--- src/rtl/can_port_master.sv ---
`default_nettype none
// ============================================================================
//  Module      : can_port_master
//  Description : Master for the multiplexed 8-bit legacy CAN register bus
//                (cs/ale/rd/wr with a shared address/data port). Converts a
//                single-byte register request on a valid/ready handshake into
//                a timed ADDR -> STROBE -> HOLD bus cycle towards one of
//                NUM_NODES controllers and returns a one-cycle response.
//                Requests addressed to a node index >= NUM_NODES produce an
//                error response without touching the bus.
//  Revision    : 1.0 - initial release
// ----------------------------------------------------------------------------
//  Ports
//    clk_i        : system clock
//    rst_i        : synchronous active-high reset
//    req_valid_i  : request valid
//    req_ready_o  : request accepted when valid and ready are both high
//    req_node_i   : target node index (NW bits)
//    req_rnw_i    : 1 = read, 0 = write
//    req_addr_i   : register address
//    req_wdata_i  : write data
//    rsp_valid_o  : one-cycle completion pulse, no backpressure
//    rsp_rdata_o  : read data (0 for writes and errors)
//    rsp_err_o    : node index out of range
//    cs_o/ale_o/rd_o/wr_o : per-node chip select, latch enable, strobes
//    port_o       : driven address/data
//    port_oe_o    : output enable for the external tristate
//    port_i       : sampled port value
// ============================================================================
module can_port_master #(
    parameter int NUM_NODES     = 2,
    parameter int ALE_CYCLES    = 1,
    parameter int STROBE_CYCLES = 1,
    parameter int HOLD_CYCLES   = 1,
    localparam int NW = (NUM_NODES > 1) ? $clog2(NUM_NODES) : 1
) (
    input  logic                 clk_i,
    input  logic                 rst_i,
    input  logic                 req_valid_i,
    output logic                 req_ready_o,
    input  logic [NW-1:0]        req_node_i,
    input  logic                 req_rnw_i,
    input  logic [7:0]           req_addr_i,
    input  logic [7:0]           req_wdata_i,
    output logic                 rsp_valid_o,
    output logic [7:0]           rsp_rdata_o,
    output logic                 rsp_err_o,
    output logic [NUM_NODES-1:0] cs_o,
    output logic [NUM_NODES-1:0] ale_o,
    output logic [NUM_NODES-1:0] rd_o,
    output logic [NUM_NODES-1:0] wr_o,
    output logic [7:0]           port_o,
    output logic                 port_oe_o,
    input  logic [7:0]           port_i
);

    // Phase counter reload values: a phase of N cycles loads N-1 and the
    // state is left when the counter reads zero (16 -> 15 fits in 4 bits).
    localparam logic [3:0] c_ALE_LOAD  = 4'(ALE_CYCLES - 1);
    localparam logic [3:0] c_STB_LOAD  = 4'(STROBE_CYCLES - 1);
    localparam logic [3:0] c_HOLD_LOAD = 4'(HOLD_CYCLES - 1);
    localparam logic [NUM_NODES-1:0] c_LANE_ONE = NUM_NODES'(1);

    typedef enum logic [2:0] {
        S_IDLE   = 3'd0,
        S_ADDR   = 3'd1,
        S_STROBE = 3'd2,
        S_HOLD   = 3'd3,
        S_ERR    = 3'd4
    } state_t;

    state_t                 r_state;
    logic [3:0]             r_cnt;
    logic [NUM_NODES-1:0]   r_lane;
    logic                   r_rnw;
    logic [7:0]             r_wdata;

    logic                   r_req_ready;
    logic                   r_rsp_valid;
    logic [7:0]             r_rsp_rdata;
    logic                   r_rsp_err;
    logic [NUM_NODES-1:0]   r_cs;
    logic [NUM_NODES-1:0]   r_ale;
    logic [NUM_NODES-1:0]   r_rd;
    logic [NUM_NODES-1:0]   r_wr;
    logic [7:0]             r_port;
    logic                   r_port_oe;

    logic                   w_node_bad;
    logic [NUM_NODES-1:0]   w_lane;

    // Index check is done on the zero-extended value so that non power of
    // two node counts reject the unused upper codes.
    assign w_node_bad = (32'(req_node_i) >= NUM_NODES);
    assign w_lane     = c_LANE_ONE << req_node_i;

    always_ff @(posedge clk_i) begin
        if (rst_i) begin
            r_state     <= S_IDLE;
            r_cnt       <= '0;
            r_lane      <= '0;
            r_rnw       <= 1'b0;
            r_wdata     <= '0;
            r_req_ready <= 1'b0;
            r_rsp_valid <= 1'b0;
            r_rsp_rdata <= '0;
            r_rsp_err   <= 1'b0;
            r_cs        <= '0;
            r_ale       <= '0;
            r_rd        <= '0;
            r_wr        <= '0;
            r_port      <= '0;
            r_port_oe   <= 1'b0;
        end else begin
            case (r_state)
                S_IDLE: begin
                    if (req_valid_i && r_req_ready) begin
                        r_req_ready <= 1'b0;
                        r_rnw       <= req_rnw_i;
                        r_wdata     <= req_wdata_i;
                        if (w_node_bad) begin
                            // Error response is produced directly on entry
                            // to ERR so it appears in the cycle after accept.
                            r_state     <= S_ERR;
                            r_lane      <= '0;
                            r_rsp_valid <= 1'b1;
                            r_rsp_err   <= 1'b1;
                            r_rsp_rdata <= '0;
                        end else begin
                            r_state   <= S_ADDR;
                            r_cnt     <= c_ALE_LOAD;
                            r_lane    <= w_lane;
                            r_cs      <= w_lane;
                            r_ale     <= w_lane;
                            r_port    <= req_addr_i;
                            r_port_oe <= 1'b1;
                        end
                    end else begin
                        // Also raises ready the first cycle after reset.
                        r_req_ready <= 1'b1;
                    end
                end

                S_ADDR: begin
                    if (r_cnt == 4'd0) begin
                        r_state <= S_STROBE;
                        r_cnt   <= c_STB_LOAD;
                        r_ale   <= '0;
                        if (r_rnw) begin
                            // Release the port in the same cycle rd rises.
                            r_rd      <= r_lane;
                            r_port_oe <= 1'b0;
                        end else begin
                            r_wr      <= r_lane;
                            r_port    <= r_wdata;
                            r_port_oe <= 1'b1;
                        end
                    end else begin
                        r_cnt <= r_cnt - 4'd1;
                    end
                end

                S_STROBE: begin
                    if (r_cnt == 4'd0) begin
                        // Read data is captured on the edge ending the last
                        // strobe cycle, while rd is still asserted.
                        r_state     <= S_HOLD;
                        r_cnt       <= c_HOLD_LOAD;
                        r_cs        <= '0;
                        r_rd        <= '0;
                        r_wr        <= '0;
                        r_port      <= '0;
                        r_port_oe   <= 1'b0;
                        r_rsp_valid <= 1'b1;
                        r_rsp_err   <= 1'b0;
                        r_rsp_rdata <= r_rnw ? port_i : 8'd0;
                    end else begin
                        r_cnt <= r_cnt - 4'd1;
                    end
                end

                S_HOLD: begin
                    r_rsp_valid <= 1'b0;
                    r_rsp_rdata <= '0;
                    if (r_cnt == 4'd0) begin
                        r_state     <= S_IDLE;
                        r_req_ready <= 1'b1;
                    end else begin
                        r_cnt <= r_cnt - 4'd1;
                    end
                end

                S_ERR: begin
                    r_rsp_valid <= 1'b0;
                    r_rsp_err   <= 1'b0;
                    r_state     <= S_IDLE;
                    r_req_ready <= 1'b1;
                end

                default: begin
                    r_state     <= S_IDLE;
                    r_req_ready <= 1'b0;
                    r_rsp_valid <= 1'b0;
                    r_rsp_err   <= 1'b0;
                    r_cs        <= '0;
                    r_ale       <= '0;
                    r_rd        <= '0;
                    r_wr        <= '0;
                    r_port_oe   <= 1'b0;
                end
            endcase
        end
    end

    assign req_ready_o = r_req_ready;
    assign rsp_valid_o = r_rsp_valid;
    assign rsp_rdata_o = r_rsp_rdata;
    assign rsp_err_o   = r_rsp_err;
    assign cs_o        = r_cs;
    assign ale_o       = r_ale;
    assign rd_o        = r_rd;
    assign wr_o        = r_wr;
    assign port_o      = r_port;
    assign port_oe_o   = r_port_oe;

endmodule
`default_nettype wire

--- config.mk ---
export PLATFORM = sky130hd
export DESIGN_NAME = can_port_master
export DESIGN_NICKNAME = d
export VERILOG_FILES = /design/src/rtl/can_port_master.sv
export SDC_FILE = /design/constraint.sdc
export NUM_CORES = 1
export LEC_CHECK = 0
export CAP_MARGIN = 0
export CELL_PAD_IN_SITES_DETAIL_PLACEMENT = 1
export CELL_PAD_IN_SITES_GLOBAL_PLACEMENT = 2
export CORE_MARGIN = 3
export CORE_UTILIZATION = 27
export DETAILED_ROUTE_END_ITERATION = 12
export PLACE_DENSITY = 0.85
export SYNTH_ARGS = -nofsm -noshare
export SYNTH_HDL_FRONTEND = slang
export SYNTH_SLANG_ARGS = --single-unit
--- constraint.sdc ---
create_clock -name clk_i -period 2.9 [get_ports clk_i]
set_clock_uncertainty 0.1 [all_clocks]
set_input_delay 0.29 -clock clk_i [delete_from_list [all_inputs] [get_ports clk_i]]
set_output_delay 0.29 -clock clk_i [all_outputs]
set_load 0.1 [all_outputs]
==> results.py <==
metrics = {
    "critical_path": {
        "end_kind": "register",
        "max_stage_delay_ps": 700,
        "critPathTopFamily": "compound AO/OA/AOI/OAI gates",
        "worst-path-buf-inv": 1,
        "r2r_slack_ps": 470,
        "critPathLaunchType": "register",
        "critPathKind": "register to register",
        "required_ps": 3020,
        "cp_data_arrival_time_ps": 2550,
        "path_cells": "inv_1 > ha_1 > or4b_4 > a311oi_4 > nor2_1 > a311oi_2",
        "crit_fanout": 16,
        "slowest_stage": "a311oi_4",
    },
    "clocking": {
        "post_cts_buffers": 0,
        "cts_tree": "built",
        "root_buffer": "clkbuf_8",
        "cts_resized": 0,
        "cts_max_level": 2,
        "clkSinkCount": 44,
        "cts_made_buffers": 5,
        "hold_buffers": 0,
        "clk_latency_ps": 300,
        "clockBufferDepth": 2,
        "clk_pin_slew_ps": 90,
    },
    "global_routing": {
        "grt_util_all_layers_pct": 14.1,
        "overflow": 0,
        "antenna_found_initial": 0,
        "grt_pass1_wl_um": 9610,
        "grt_max_degree": 46,
        "grt_pass1_vias": 1891,
    },
    "timing": {
        "tns_ps": 0,
        "final-max-slew-violation-count": 0,
        "post-route-period-util_pct": 83.9,
        "rsz0062_at_grt": "no",
        "maxSlewHeadroom_pct": 24.0,
        "worstMarginPinSlew_ps": 1110,
        "finalHoldViolations": 0,
        "fin_crit_ps": 2430,
        "setup_viol": 0,
        "max_freq_mhz": 411,
    },
    "synthesis": {
        "synth-seq-cells": 44,
        "synth_seq_area_share_pct": 43.8,
        "synth_top_area_share_pct": 43.8,
        "synth_edf_count": 0,
        "synthTopCellsByCount": "dfxtp_1, nand2_1, nor2_1",
        "synth_most_common_cell": "dfxtp_1",
        "synth_area_leaders": "dfxtp_1, nand2_1, a21oi_1, nor2_1, ha_1",
        "syn_nets": 272,
        "ys_async_sr_fraction_pct": 0,
        "ys.flop_type": "dfxtp_1",
        "syn_area_mm2": 0.00201,
        "ys.warnings.count": 0,
        "yosys.area.top_type": "dfxtp_1",
        "syn_avg_cell_area_um2": 8.49,
        "synth_cell_types": 43,
        "synthCells": 237,
    },
    "power_and_ir_drop": {
        "p_per_area_mw_per_mm2": 1140,
        "total_leakage_power_nw": 1.02,
        "ir_drop_uv": 477,
    },
    "placement": {
        "port_buffers": 55,
        "dp.cells": 375,
        "dpl.hpwl_um": 4120,
        "globalplace.congestion": 0.775,
    },
    "run": {
        "drv_cap": 0,
    },
    "layout": {
        "antenna_cells": 0,
        "syn_to_final_growth_pct": 33.5,
        "final_nets": 321,
        "post_route_cells_drive_above_1_share_pct": 16.4,
        "n_fill_cell": 860,
        "instances_no_fill": 383,
    },
    "detailed_routing": {
        "drtPass1Iterations": 4,
        "detail-route-antenna-nets": 0,
        "drt-initial-drc-count": 74,
        "dr_total_vias": 1851,
        "routedWlPerCell_um": 15.0,
        "drc": 0,
        "routed_wl_um": 5730,
        "viasPerCell": 4.83,
    },
    "die": {
        "die_area_mm2": 0.00852,
        "die_y_um": 92.3,
        "coreArea_mm2": 0.00702,
        "dieWidth_um": 92.3,
        "rows": 30,
        "io_pins": 57,
        "initial_core_util_pct": 28.7,
    },
    "worst_hold_path": {
        "min_path_type": "register to register",
    },
    "status": {
        "status": "finished clean",
    },
}
## where the power goes
part	switching (W)	leakage [nW]	internal (W)
clock network	0.000226	0.0614	0.000282
registers	0.0000806	0.358	0.000734
logic	0.00128	0.599	0.000462
## flip-flops by register name, indices dropped and copies added (netlist names)
signal and count:
port_o 8, r_wdata 8, rsp_rdata_o 8, r_cnt 4, ale_o 2, cs_o 2, r_lane 2, r_state 2
rd_o 2, wr_o 2, port_oe_o 1, r_rnw 1, req_ready_o 1, rsp_valid_o 1
## per-stage QoR
| stage | area (um2) | power, W | setup WS [ps] | utilization, % | hold slack (ps) |
|---|---|---|---|---|---|
| finish | 2690 | 0.00306 | 468 | 38.3 | 361 |
| global placement | 2560 | 0.00255 | 585 | 36.5 | 347 |
| detailed placement | 2560 | 0.00257 | 500 | 36.5 | 356 |
| CTS | 2690 | 0.00310 | 462 | 38.3 | 369 |
| floorplan | 2010 | 0.00220 | 389 | - | 326 |
| global route | 2690 | 0.00327 | 212 | 38.3 | 396 |
## layer usage
metal  up-vias  part of all wire [%]  global-route usage, %
met5         -                     0                      0
met1       879                    49                   18.6
met2        39                    46                   22.7
met3         6                   4.3                   3.82
met4         0                   1.0                   3.71
li1        927                     -                      -
## worst min-delay path, delay by kind of cell (launching register included)
kind	cells	cell delay (ps)
simple gates	1	50
flops	1	320
compound gates	1	50
## placed cells by master (no fill, tap or decap), types with 6 or more instances in the layout
master / netlist / layout
a21oi_1: 19 / 19
buf_4: 1 / 30
nand3b_1: 8 / 8
inv_1: 7 / 7
clkbuf_8: 0 / 6
o21ai_0: 11 / 11
nor2_1: 23 / 23
a311oi_1: 7 / 7
nand2_1: 41 / 41
nand3_1: 9 / 9
mux2i_1: 6 / 6
dfxtp_1: 44 / 44
clkdlybuf4s50_1: 0 / 28
ha_1: 6 / 6
## cell families (layout without fill, tap and decap cells)
| family | count (synthesis) | in the layout | share of synthesized area (%) |
|---|---|---|---|
| simple gates | 103 | 103 | 25.3 |
| compound gates | 54 | 54 | 19.1 |
| flops | 44 | 44 | 43.8 |
| buf+inv | 23 | 73 | 4.91 |
| fa+ha+maj | 6 | 6 | 3.73 |
| mux | 6 | 6 | 2.99 |
| other cells | 1 | 1 | 0.186 |
## final cells by class
class	count	area [um2]	area share [%]
Clock buffer	6	82.6	3.07
Clock inverter	2	38.8	1.44
Inverter	7	26.3	0.978
Multi-Input combinational cell	170	1030	38.4
Sequential cell	44	881	32.8
Tap cell	96	120	4.47
Timing Repair Buffer	58	505	18.8
## path summary, 6_finish.rpt
path / from / to / cells past startpoint
min reg2reg: r_wdata[4] / r_wdata[4] / 2
max: r_state[1] / port_o[7] / 6
min: r_wdata[4] / r_wdata[4] / 2
max reg2reg: r_state[1] / port_o[7] / 6
(Power assumes the default switching activity.)
